[src/rtl/ascii_segment_decoder_pkg.sv]
// ascii_segment_decoder_pkg: segment patterns, ASCII codes and FSM states shared by the decoder and the encoder.
package ascii_segment_decoder_pkg;
  localparam logic [6:0] SEG_0     = 7'b1111110;
  localparam logic [6:0] SEG_1     = 7'b0110000;
  localparam logic [6:0] SEG_2     = 7'b1101101;
  localparam logic [6:0] SEG_3     = 7'b1111001;
  localparam logic [6:0] SEG_4     = 7'b0110011;
  localparam logic [6:0] SEG_5     = 7'b1011011;
  localparam logic [6:0] SEG_6     = 7'b1011111;
  localparam logic [6:0] SEG_7     = 7'b1110000;
  localparam logic [6:0] SEG_8     = 7'b1111111;
  localparam logic [6:0] SEG_9     = 7'b1111011;
  localparam logic [6:0] SEG_BLANK = 7'b0000000;
  localparam logic [7:0] ASCII_ZERO = 8'h30;
  localparam logic [7:0] ASCII_NINE = 8'h39;
  localparam logic [7:0] ASCII_CR   = 8'h0D;
  localparam logic [7:0] ASCII_LF   = 8'h0A;
  typedef enum logic [1:0] {WAIT_HIGH, WAIT_LOW, WAIT_TERM, COMMIT} state_e;
endpackage

[src/rtl/ascii_segment_decoder_digit.sv]
// ascii_digit_to_segment: maps an ASCII digit byte to its seven-segment pattern and flags whether it is a digit.
module ascii_digit_to_segment
  import ascii_segment_decoder_pkg::*;
(
  input  logic [7:0] ascii_i,
  output logic [6:0] seg_o,
  output logic       is_digit_o
);
  assign is_digit_o = ascii_i >= ASCII_ZERO && ascii_i <= ASCII_NINE;
  always_comb begin
    seg_o = SEG_BLANK;
    if (is_digit_o)
      case (ascii_i[3:0])
        4'd0:    seg_o = SEG_0;
        4'd1:    seg_o = SEG_1;
        4'd2:    seg_o = SEG_2;
        4'd3:    seg_o = SEG_3;
        4'd4:    seg_o = SEG_4;
        4'd5:    seg_o = SEG_5;
        4'd6:    seg_o = SEG_6;
        4'd7:    seg_o = SEG_7;
        4'd8:    seg_o = SEG_8;
        default: seg_o = SEG_9;
      endcase
  end
endmodule

[src/rtl/ascii_segment_decoder.sv]
// ascii_segment_decoder: assembles a 1-2 digit ASCII floor number from a byte stream and commits it
// to a held 14-bit seven-segment display register on CR/LF.
module ascii_segment_decoder
  import ascii_segment_decoder_pkg::*;
#(
  parameter bit BLANK_LEADING_ZERO = 1'b0,
  parameter int TIMEOUT_CYCLES     = 0
) (
  input  logic        clk,
  input  logic        rst_n,
  input  logic [7:0]  asciIn,
  input  logic        asciValid,
  output logic        asciReady,
  output logic [13:0] ssOut,
  output logic        ssValid,
  output logic        errPulse
);
  localparam int CW = TIMEOUT_CYCLES > 0 ? $clog2(TIMEOUT_CYCLES + 1) : 1;
  localparam logic [13:0] SS_RESET = {BLANK_LEADING_ZERO ? SEG_BLANK : SEG_0, SEG_0};

  state_e          state_q, state_d;
  logic [6:0]      hi_q, hi_d, lo_q, lo_d;
  logic [13:0]     ss_q, ss_d;
  logic            sv_q, sv_d, err_q, err_d;
  logic [CW-1:0]   cnt_q, cnt_d;
  logic [6:0]      seg;
  logic            is_digit, is_term, xfer, expired;

  ascii_digit_to_segment u_digit (
    .ascii_i    (asciIn),
    .seg_o      (seg),
    .is_digit_o (is_digit)
  );

  assign is_term   = asciIn == ASCII_CR || asciIn == ASCII_LF;
  assign asciReady = state_q != COMMIT;
  assign xfer      = asciValid && asciReady;
  assign expired   = TIMEOUT_CYCLES > 0 && (state_q == WAIT_LOW || state_q == WAIT_TERM)
                     && cnt_q == CW'(TIMEOUT_CYCLES);
  assign ssOut     = ss_q;
  assign ssValid   = sv_q;
  assign errPulse  = err_q;

  always_ff @(posedge clk or negedge rst_n) begin
    if (!rst_n) begin
      state_q <= WAIT_HIGH;
      hi_q    <= '0;
      lo_q    <= '0;
      ss_q    <= SS_RESET;
      sv_q    <= 1'b0;
      err_q   <= 1'b0;
      cnt_q   <= '0;
    end else begin
      state_q <= state_d;
      hi_q    <= hi_d;
      lo_q    <= lo_d;
      ss_q    <= ss_d;
      sv_q    <= sv_d;
      err_q   <= err_d;
      cnt_q   <= cnt_d;
    end
  end

  always_comb begin
    state_d = state_q;
    case (state_q)
      WAIT_HIGH: state_d = xfer && is_digit ? WAIT_LOW : WAIT_HIGH;
      WAIT_LOW:  state_d = xfer ? (is_digit ? WAIT_TERM : is_term ? COMMIT : WAIT_HIGH)
                                : expired ? WAIT_HIGH : WAIT_LOW;
      WAIT_TERM: state_d = xfer ? (is_term ? COMMIT : WAIT_HIGH) : expired ? WAIT_HIGH : WAIT_TERM;
      default:   state_d = WAIT_HIGH;
    endcase
  end

  // A single-digit entry is shifted into the low slot so COMMIT always shows {hi_q, lo_q}.
  always_comb begin
    hi_d  = hi_q;
    lo_d  = lo_q;
    ss_d  = ss_q;
    sv_d  = 1'b0;
    err_d = 1'b0;
    cnt_d = '0;
    case (state_q)
      WAIT_HIGH: begin
        hi_d  = xfer && is_digit ? seg : hi_q;
        err_d = xfer && !is_digit && !is_term;
      end
      WAIT_LOW: begin
        hi_d  = xfer && is_term ? SEG_0 : hi_q;
        lo_d  = xfer && is_term ? hi_q : xfer && is_digit ? seg : lo_q;
        err_d = xfer ? !is_digit && !is_term : expired;
        cnt_d = TIMEOUT_CYCLES == 0 || xfer || expired ? '0 : cnt_q + 1'b1;
      end
      WAIT_TERM: begin
        err_d = xfer ? !is_term : expired;
        cnt_d = TIMEOUT_CYCLES == 0 || xfer || expired ? '0 : cnt_q + 1'b1;
      end
      COMMIT: begin
        ss_d = {BLANK_LEADING_ZERO && hi_q == SEG_0 ? SEG_BLANK : hi_q, lo_q};
        sv_d = 1'b1;
      end
      default: ;
    endcase
  end
endmodule

[config.mk]
export PLATFORM = sky130hd
export DESIGN_NAME = ascii_segment_decoder
export DESIGN_NICKNAME = d
export VERILOG_FILES = /design/src/rtl/ascii_segment_decoder_pkg.sv /design/src/rtl/ascii_segment_decoder_digit.sv /design/src/rtl/ascii_segment_decoder.sv
export SDC_FILE = /design/constraint.sdc
export NUM_CORES = 1
export LEC_CHECK = 0
export ABC_AREA = 1
export BUFFER_PORTS_ARGS = -buffer_cell sky130_fd_sc_hd__buf_2
export CAP_MARGIN = 30
export CORE_UTILIZATION = 45
export DETAILED_ROUTE_END_ITERATION = 7
export MAX_ROUTING_LAYER = met4
export PLACE_DENSITY = 0.65
export SLEW_MARGIN = 20
export SYNTH_ARGS = -nofsm -noshare
export SYNTH_HDL_FRONTEND = slang
export SYNTH_SLANG_ARGS = --single-unit
[constraint.sdc]
create_clock -name clk -period 3.5 [get_ports clk]
set_clock_uncertainty 0.1 [all_clocks]
set_input_delay 0.35 -clock clk [delete_from_list [all_inputs] [get_ports clk]]
set_output_delay 0.35 -clock clk [all_outputs]
set_load 0.05 [all_outputs]
======== After elaboration in Yosys (flattened, before gate mapping) ========
Memory sizes are Yosys's and may differ from the RTL's.
Cells that the tools add are included.
storage, ports and cells
  flip-flop bits (word level) ............. 32
  bits in latches ......................... 0
  RAM bits ................................ 0
  memory bits (read-only) ................. 112
  word-level logic and storage cells ...... 47
  memories ................................ 1
operators by class
  add/subtract/negate cells ............... 0
  multipliers ............................. 0
  divide/modulo/power cells ............... 0
  magnitude comparators ................... 2
  equality and inequality tests ........... 8
  shifts and indexed selects .............. 0
  mux-type cells .......................... 15
  bitwise gates (word level) .............. 0
  reductions and logical operators ........ 15
memories
  memory           depth  width  rd ports  clocked after memory_dff  wr ports  RTL line                           RTL
  (no name shown)  16     7      1         0                         0         ascii_segment_decoder_digit.sv:13  case (ascii_i[3:0])
operator list
  operator              number
  $mux W7               4
  $eq A8 B4 Y1 const B  2
  $pmux W7 S2           1
  $ge A8 B6 Y1 const B  1
  $le A8 B6 Y1 const B  1
  $mux W2               4
  $logic_and A1 B1 Y1   7
  $ne A2 B2 Y1 const B  3
  $pmux W2 S3           1
  $eq A2 B2 Y1 const B  2
  $mux W1               4
  $reduce_bool A2 Y1    2
  $pmux W1 S3           1
  $reduce_and A3 Y1     1
  $eq A2 B1 Y1 const B  1
  $logic_not A1 Y1      2
  $logic_not A2 Y1      1
  $reduce_and A2 Y1     1
  $logic_or A1 B1 Y1    1

======== Longest topological paths before layout ========
Gate-level depths: netlist of run 1.
  depth after elaboration ................. 6
  depth in mapped cells ................... 12
  mapped depth without buffers ............ 12

======== By module ========
Synthesis of run 1 repeated with hierarchy kept, for this count alone.
unflattened totals
  cells, all modules ...................... 221
  area, all modules ....................... 1,776.7 sq um
by module, submodules not included
  module                  instances  cells each  area an instance (sq um)  sequential area each (sq um)
  ascii_segment_decoder   1          181         1,556.5                   815.8
  ascii_digit_to_segment  1          40          220.2                     0.0

======== Least setup slack after synthesis of run 1 ========
OpenSTA, ideal clock, no wires.
  kind .................................... reg2out
  start point ............................. register state_q[0]
  end point ............................... output port asciReady
  arrival time ............................ 1,498 ps
  data required time ...................... 3,050 ps
  path slack .............................. 1,552 ps
  cell stages (with the launch flop) ...... 5
  cells stage by stage .................... dfrtp_1 > ha_1 > buf_6 > inv_1 > buf_1
between the ends
  longest elaborated chain between the ends .. 1
ends and longest elaborated chain
  item                      RTL line                     RTL
  start: declaration        ascii_segment_decoder.sv:21  state_e state_q, state_d;
  start signal: assignment  ascii_segment_decoder.sv:54  state_q <= state_d;
  $ne A2 B2 Y1              ascii_segment_decoder.sv:36  assign asciReady = state_q != COMMIT;
  end: declaration          ascii_segment_decoder.sv:13  output logic asciReady,
No other way between the ends.

======== Final worst setup path of run 1 ========
Same ends and word-level chain as after synthesis.

==> flow_summary.ini, run 1 <==
[route]
dr_total_vias = 1485
m1WireLength_um = 1588
drc = 0
drt_iter0_markers = 75
route.met3.wl_um = 175
antenna_left = 0
top_layer = met4
wl_um = 3407
wl_per_cell_um = 11.24
viasPerCell = 4.901
drtPass1Iterations = 4
met2_length_um = 1639

[logic_synthesis]
synthFlopType = dfrtp_1
yosysTopAreaCell = dfrtp_1
syn_area_per_cell_sq_um = 8.371
async_flop_share_pct = 100.0
post_synth_instance_area_sq_mm = 0.001867
synth_seq_cells = 32
synth_cell_types = 29
synth-edff-count = 0
ys_seq_area_share_pct = 43.70
netlist_instances = 223
synth_area_leaders = dfrtp_1 (27%), nand2_1 (20%), dfstp_2 (17%), ha_1 (6.0%), nand3_1 (5.1%)
ys_warn_count = 0
synth_top_area_share_pct = 26.81
synth_fp_nets = 243

[final_layout]
final_common_cell = nand2_1
syn2layout_area_growth_pct = 13.74
nFillCells = 392
insertedDiodeCount = 0
fin_area_sq_mm = 0.002123
mostFrequentLayoutCells = nand2_1 (101), buf_2 (27), dfrtp_1 (20)
nNetsFinal = 272
drive_above_1_share_pct = 31.23

[sta]
final_hold_viol_count = 0
worst_pin_slew_ns = 0.7753
slew_violations = 0
rsz0062_at_grt = no
setup_slack_ns = 0.9142
setup_viol = 0
period_minus_slack_ns = 2.586
hold_ws_ns = 0.01290
slew_headroom_pct = 48.32
fmax_mhz = 386.7
tns_ns = 0
finalCritPeriodShare_pct = 73.88

[floorplan]
die_area_sq_mm = 0.004410
rows = 23
die_w_um = 66.41
io_pins = 28
core_sq_mm = 0.004000
initial_utilization_pct = 46.67
die_h_um = 66.41

[clock_tree]
clk_path_buf_depth = 2
clock_sinks = 32
cts-buffers-inserted = 5
hold_buffers = 0
cts_htree_levels = 2
cts_resized = 0
cts_root_buffer = clkbuf_8
post_cts_buffers = 0
clk_pin_slew_ns = 0.06
insertion_delay_ns = 0.28
cts_tree = yes

[placed_design]
postPlaceCellArea_sq_mm = 0.002031
numPortBuffers = 27
hpwl_um = 2533
place_congestion = 0.7935
dp_slack_ns = 1.194

[grt]
grt_pass1_wl_um = 6272
grt_max_degree = 33
grt_pass1_vias = 1411
grt.overflow.total = 0
grt_usage_pct = 19.38
antenna_found_initial = 0

[run]
max_cap_viol_count = 0

[worst_setup_path]
max_stage_delay_ns = 0.68
critPathSlowestCell = ha_1
startpoint = state_q[0]
worstPathRequired_ns = 3.05
r2r_start = state_q[0]
crit_path_end_kind = primary output
path_cells = ha_1 > inv_1 > buf_2
worstPathArrival_ns = 2.14
critPathLaunchType = flip-flop
rrSetupSlack_ns = 1.54
crit_fanout = 18
crit_buf_inv = 2
path_class = flip-flop to primary output
critPathTopFamily = buffers and inverters

[power_and_ir_drop]
p_leak_nw = 1.184
power_frac_seq_pct = 53.1
power.total_w = 0.0007736
peakVddDrop_uv = 141.9
powerDensity_mw_per_mm2 = 364.3
p_clk_share_pct = 36.3
combPwrFrac_pct = 10.5
power.share.switching_pct = 25.79
p_int_w = 0.0005741
p_switching_w = 0.0001995

[run_status]
status = finished, final reports clean

[hold_path]
hold_path.class = input pin to asynchronous set/reset pin
## cell usage after synthesis, types with 4 or more instances
cell / count
inv_1: 11
ha_1: 9
nand2_4: 5
inv_2: 4
dfrtp_1: 20
nand2_1: 101
nand2_2: 9
dfstp_2: 12
nand3_1: 19
nand3_2: 4
nand4_1: 8
## layer usage
metal | track usage, % | up-vias
met5 | - | -
met4 | 7.181 | 0
met3 | 3.621 | 2
met2 | 29.85 | 41
met1 | 25.38 | 680
li1 | - | 762
## worst paths after layout
path                             endpoint  cells after the start
worst max register to register    hi_q[5]                      7
max in group asynchronous        ssOut[0]                      1
worst min-delay path              hi_q[6]                      1
worst max-delay path            asciReady                      3
worst min register to register   ssOut[6]                      2
min in group clk                 ssOut[6]                      2
## worst register-to-register path, stage by stage (launching register included)
cell and delay (ns):
dfrtp_1 0.41, ha_1 0.48, nor2_8 0.33, nand4_2 0.19, nand2_4 0.14, nand2_4 0.08, nand2_1 0.07, nand2_1 0.05
## state kept, by name (all words and copies together), names as in the netlist
register,count
state_q,2
lo_q,7
ssOut,14
ssValid,1
hi_q,7
errPulse,1
## stage by stage
| stage | std cells | util [%] |
|---|---|---|
| finish | 303 | 53.08 |
| detailed placement | 295 | 50.77 |
| floorplan | 223 | - |
| global route | 303 | 53.08 |
| global placement | 295 | 50.77 |
| CTS | 303 | 53.08 |
## area by class of cell
class / count / area (sq um) / area share (%)
clock inverters: 2 / 10.01 / 0.4714
repair buffers: 27 / 135.1 / 6.364
well taps: 50 / 62.56 / 2.946
clock buffers: 6 / 82.58 / 3.889
flip-flops and latches: 32 / 815.8 / 38.42
inverters: 17 / 77.57 / 3.653
multi-input cells: 169 / 939.7 / 44.25
## power by group through the flow
stage               clock network [W]  registers (W)  logic (W)
global route                 0.000304       0.000414  0.0000945
finish                       0.000281       0.000411  0.0000815
global placement                    0       0.000416  0.0000797
detailed placement                  0       0.000417  0.0000817
floorplan                           0       0.000414  0.0000546
CTS                          0.000290       0.000411  0.0000824
## cells by family after synthesis
family          share of synthesized area (%)
simple gates                            43.16
compound gates                          1.139
flops                                   43.70
buf+inv                                 5.964
fa+ha+maj                               6.032
(Power assumes the default switching activity.)
==> inputs of run 2 (changes only) <==
--- a/config.mk
+++ b/config.mk
@@ -11,7 +11,7 @@
 export CORE_UTILIZATION = 45
 export DETAILED_ROUTE_END_ITERATION = 7
 export MAX_ROUTING_LAYER = met4
-export PLACE_DENSITY = 0.65
+export PLACE_DENSITY = 0.68
 export SLEW_MARGIN = 20
 export SYNTH_ARGS = -nofsm -noshare
 export SYNTH_HDL_FRONTEND = slang
==> constraint.sdc (replaced) <==
create_clock -name clk -period 2.2 [get_ports clk]
set_clock_uncertainty 0.1 [all_clocks]
set_input_delay 0.22 -clock clk [delete_from_list [all_inputs] [get_ports clk]]
set_output_delay 0.22 -clock clk [all_outputs]
set_load 0.05 [all_outputs]
==> flow_summary.ini, run 2 (synthesis gave the netlist of run 1 again) <==
[worst_setup_path]
path_cells = ha_1 > inv_1 > buf_2
critPathLaunchType = flip-flop
worstPathArrival_ns = 1.41
reg2reg_to = hi_q[2]
path_class = flip-flop to primary output
worstPathRequired_ns = 1.88
max_stage_delay_ns = 0.40
r2r_start = state_q[1]
crit_path_end_kind = primary output
reg2reg_depth = 8
critPathSlowestCell = dfrtp_1
crit_fanout = 4
rrSetupSlack_ns = 0.49

[floorplan]
rows = 23
initial_utilization_pct = 46.67
die_h_um = 66.41
io_pins = 28
die_area_sq_mm = 0.004410
die_w_um = 66.41
core_sq_mm = 0.004000

[placed_design]
numPortBuffers = 27
place_congestion = 0.9275
hpwl_um = 2543

[hold_path]
hold_depth = 5
hold_path.class = input pin to flip-flop
hold_end = errPulse
hold_start = asciValid

[clock_tree]
cts-buffers-inserted = 5
clk_path_buf_depth = 2
cts_tree = yes
cts_root_buffer = clkbuf_8
clk_pin_slew_ns = 0.06
cts_htree_levels = 2
clock_sinks = 32
cts_resized = 0
insertion_delay_ns = 0.28

[final_layout]
largest_reg_flops = 14
final_common_cell = nand2_1
nNetsFinal = 275
syn2layout_area_growth_pct = 15.88
nFillCells = 406
mostFrequentLayoutCells = nand2_1 (101), buf_2 (27), dfrtp_1 (20)
drive_above_1_share_pct = 31.25
insertedDiodeCount = 0

[route]
viasPerCell = 4.771
wl_per_cell_um = 11.13
antenna_left = 0
dr_total_vias = 1460
wl_um = 3406
drtPass1Iterations = 4
drc = 0
drt_iter0_markers = 75

[grt]
antenna_found_initial = 0
grt_util_met3_pct = 4.138
met2_usage_pct = 26.66
grt.overflow.total = 0
grt_usage_pct = 18.40
grt_pass1_vias = 1278
grt.busiest_layer = met2
grt_max_degree = 33
use_met1_pct = 25.19
grt_pass1_wl_um = 5837

[sta]
rsz0062_at_grt = no
setup_viol = 0
period_minus_slack_ns = 1.726
slew_headroom_pct = 53.78
slew_violations = 0
fmax_mhz = 579.5
finalCritPeriodShare_pct = 78.44
tns_ns = 0
worst_pin_slew_ns = 0.6933
final_hold_viol_count = 0

[power_and_ir_drop]
p_leak_nw = 1.202
power.total_w = 0.001325
peakVddDrop_uv = 310.3
powerDensity_mw_per_mm2 = 612.6

[run_status]
status = finished, final reports clean

[run]
max_cap_viol_count = 0
==> run 2: cell count changes in the layout (fill, tap and decap cells not counted), sizes merged <==
cell and delta:
buf +2, bufinv +1, clkinv -1, dlygate4sd3 +1
==> run 2: cell type report <==
| class | instances | area, sq um | share of cell area, % |
|---|---|---|---|
| clock inverters | 2 | 35.03 | 1.619 |
| inverters | 17 | 77.57 | 3.586 |
| flip-flops and latches | 32 | 815.8 | 37.71 |
| multi-input cells | 169 | 939.7 | 43.44 |
| clock buffers | 6 | 72.57 | 3.355 |
| repair buffers | 30 | 160.2 | 7.403 |
| well taps | 50 | 62.56 | 2.892 |
==> run 2: how the worst max path moves through the flow <==
| stage | from | endpoint | slack, ns | cells past startpoint |
|---|---|---|---|---|
| 6_report | state_q[0] | asciReady | 0.47 | 3 |
| 5_1_grt | state_q[0] | hi_q[2] | 0.35 | 7 |
| 4_1_cts | state_q[0] | asciReady | 0.47 | 3 |
| 3_5_place_dp | state_q[1] | hi_q[1] | 0.50 | 8 |
| 3_3_place_gp | state_q[1] | hi_q[1] | 0.55 | 8 |
| 2_1_floorplan | state_q[0] | ssOut[7] | 0.36 | 6 |
==> run 2: routing by layer <==
metal | part of all wire [%] | wire length (um)
met1 | 51 | 1734
met2 | 46 | 1560
met3 | 3.3 | 111
met4 | 0 | 0
met5 | 0 | 0
==> run 2: power breakdown <==
part | internal, W | switching [W]
clock | 0.000336 | 0.000206
combinational | 0.0000415 | 0.0000883
sequential | 0.000624 | 0.0000303
total | 0.00100 | 0.000324
==> run 2: metrics by stage <==
step           utilization [%]  hold slack, ns  setup WS [ns]  cell area (sq um)  std cells
6_report                 54.08          0.3197         0.4742               2163        306
5_1_grt                  54.08          0.3338         0.3478               2163        306
4_1_cts                  54.08          0.3111         0.4685               2163        306
3_5_place_dp             51.14          0.2059         0.5046               2046        297
3_3_place_gp             51.14          0.2007         0.5474               2046        297
2_1_floorplan                -         -0.1756         0.3612               1867        223
==> run 2: worst max-delay path, delay by kind of cell (launching register included) <==
kind                     cells  cell delay (ns)
flip-flops                   1             0.40
buffers and inverters        2             0.40
adder cells (fa/ha/maj)      1             0.32
==> run 2: repair_timing <==
item / CTS / global route
hold buffers: 1 / 0
endpoints found under the setup margin: 0 / 0
buffers inserted: 0 / 0
hold endpoints to repair: 20 / 0
==> inputs of run 3 (changes only) <==
==> constraint.sdc (replaced) <==
create_clock -name clk -period 1.57 [get_ports clk]
set_clock_uncertainty 0.1 [all_clocks]
set_input_delay 0.157 -clock clk [delete_from_list [all_inputs] [get_ports clk]]
set_output_delay 0.157 -clock clk [all_outputs]
set_load 0.05 [all_outputs]
==> flow_summary.ini, run 3 (synthesis gave the netlist of run 1 again) <==
[run_status]
status = finished, final reports clean

[clock_tree]
clk_path_buf_depth = 2
cts_root_buffer = clkbuf_8
cts_tree = yes
insertion_delay_ns = 0.28
cts-buffers-inserted = 5
clock_sinks = 32
clk_pin_slew_ns = 0.06
cts_htree_levels = 2

[worst_setup_path]
r2r_start = state_q[1]
critPathLaunchType = flip-flop
crit_path_end_kind = flip-flop
reg2reg_to = hi_q[2]
worstPathArrival_ns = 1.56
worstPathRequired_ns = 1.64
critPathTopFamily = simple AND/OR/NAND/NOR gates
crit_fanout = 7
reg2reg_depth = 7
path_cells = ha_2 > nor2_8 > nand4_4 > nand2_4 > nand2_4 > nand2_1 > nand2_1
path_class = flip-flop to flip-flop
rrSetupSlack_ns = 0.07
critPathSlowestCell = dfrtp_1
crit_buf_inv = 0
max_stage_delay_ns = 0.41

[power_and_ir_drop]
p_leak_nw = 1.221
power_frac_seq_pct = 51.1
power.share.switching_pct = 25.37
powerDensity_mw_per_mm2 = 811.3
combPwrFrac_pct = 10.7
power.total_w = 0.001793
peakVddDrop_uv = 336.5
p_int_w = 0.001338
p_switching_w = 0.0004548
p_clk_share_pct = 38.2

[route]
dr_total_vias = 1490
wl_per_cell_um = 11.50
viasPerCell = 4.791
drtPass1Iterations = 4
antenna_left = 0
wl_um = 3578
drc = 0
drt_iter0_markers = 55

[floorplan]
initial_utilization_pct = 46.67
die_area_sq_mm = 0.004410
io_pins = 28
die_h_um = 66.41
core_sq_mm = 0.004000
rows = 23
die_w_um = 66.41

[sta]
slew_headroom_pct = 54.82
worst_pin_slew_ns = 0.6777
finalCritPeriodShare_pct = 95.33
fmax_mhz = 668.1
tns_ns = 0
setup_viol = 0
setup_slack_ns = 0.07325
period_minus_slack_ns = 1.497
slew_violations = 0
final_hold_viol_count = 0

[final_layout]
largest_reg_flops = 14
nNetsFinal = 280
insertedDiodeCount = 0
syn2layout_area_growth_pct = 18.36
drive_above_1_share_pct = 33.33
final_common_cell = nand2_1
nFillCells = 383
utilization_pct = 55.24
mostFrequentLayoutCells = nand2_1 (101), buf_2 (26), dfrtp_1 (20)

[grt]
grt_pass1_vias = 1318
grt_util_met3_pct = 5.000
antenna_found_initial = 0
met2_usage_pct = 27.42
grt_max_degree = 33
use_met1_pct = 23.28
grt_pass1_wl_um = 5871
grt.overflow.total = 0
grt.busiest_layer = met2
grt_usage_pct = 18.40

[hold_path]
hold_path.class = input pin to flip-flop
hold_start = asciValid
hold_depth = 5
hold_end = errPulse

[placed_design]
place_congestion = 0.9316
dp_slack_ns = -0.004305
numPortBuffers = 27
hpwl_um = 2511

[run]
max_cap_viol_count = 0
## run 3: changes by cell type in the layout (fill, tap and decap cells not counted)
| cell | delta |
|---|---|
| bufinv_16 | -1 |
| nand4_4 | +1 |
| clkinv_2 | -1 |
| ha_2 | +2 |
| ha_1 | -2 |
| clkbuf_8 | +2 |
| buf_2 | -1 |
| nand4_2 | -1 |
| buf_4 | +6 |
## run 3: worst register-to-register path, cell delays in order (launching register included)
cell	delay [ns]
dfrtp_1	0.41
ha_2	0.23
nor2_8	0.18
nand4_4	0.14
nand2_4	0.14
nand2_4	0.08
nand2_1	0.06
nand2_1	0.05
## run 3: through the flow
step                instance area, sq um  std cells  hold WS [ns]
floorplan                           1874        223       -0.2386
detailed placement                  2078        301        0.1369
global route                        2210        311        0.2365
CTS                                 2193        310        0.2231
global placement                    2078        301        0.1355
finish                              2210        311        0.2365
## run 3: power by group through the flow
stage | clock network, W | registers, W | logic [W]
5_1_grt | 0.000738 | 0.000924 | 0.000218
6_report | 0.000684 | 0.000916 | 0.000193
3_3_place_gp | 0 | 0.000930 | 0.000182
2_1_floorplan | 0 | 0.000923 | 0.000123
3_5_place_dp | 0 | 0.000928 | 0.000186
4_1_cts | 0.000705 | 0.000915 | 0.000189
## run 3: layout make-up
class | count | area [sq um] | share of cell area (%)
inverter | 17 | 77.57 | 3.511
clock buffer | 8 | 100.1 | 4.530
timing repair buffer | 35 | 200.2 | 9.060
sequential | 32 | 815.8 | 36.92
tap | 50 | 62.56 | 2.831
multi-input combinational | 169 | 953.4 | 43.15
## run 3: what timing repair did
| action | 4_1_cts | 5_1_grt |
|---|---|---|
| buffers inserted | 0 | 1 |
| hold buffers | 1 | 0 |
| pin swaps | 0 | 1 |
| endpoints found under the hold margin | 20 | 0 |
| gates resized for setup | 2 | 1 |
| endpoints found under the setup margin | 8 | 7 |
## run 3: worst max-delay path by stage
stage / from / endpoint / slack [ns] / cells past startpoint
2_1_floorplan: state_q[0] / lo_q[0] / 0.002 / 9
3_3_place_gp: state_q[0] / hi_q[1] / 0.04 / 7
3_5_place_dp: state_q[0] / hi_q[2] / -0.004 / 7
4_1_cts: state_q[0] / hi_q[2] / 0.04 / 7
5_1_grt: state_q[1] / hi_q[3] / -0.0007 / 7
6_report: state_q[1] / hi_q[2] / 0.07 / 7
## run 3: metal layers
| metal | vias up | share of wire (%) |
|---|---|---|
| met4 | 0 | 1.2 |
| met3 | 10 | 4.7 |
| met5 | - | 0 |
| met2 | 55 | 45 |
| met1 | 650 | 49 |
| li1 | 775 | - |
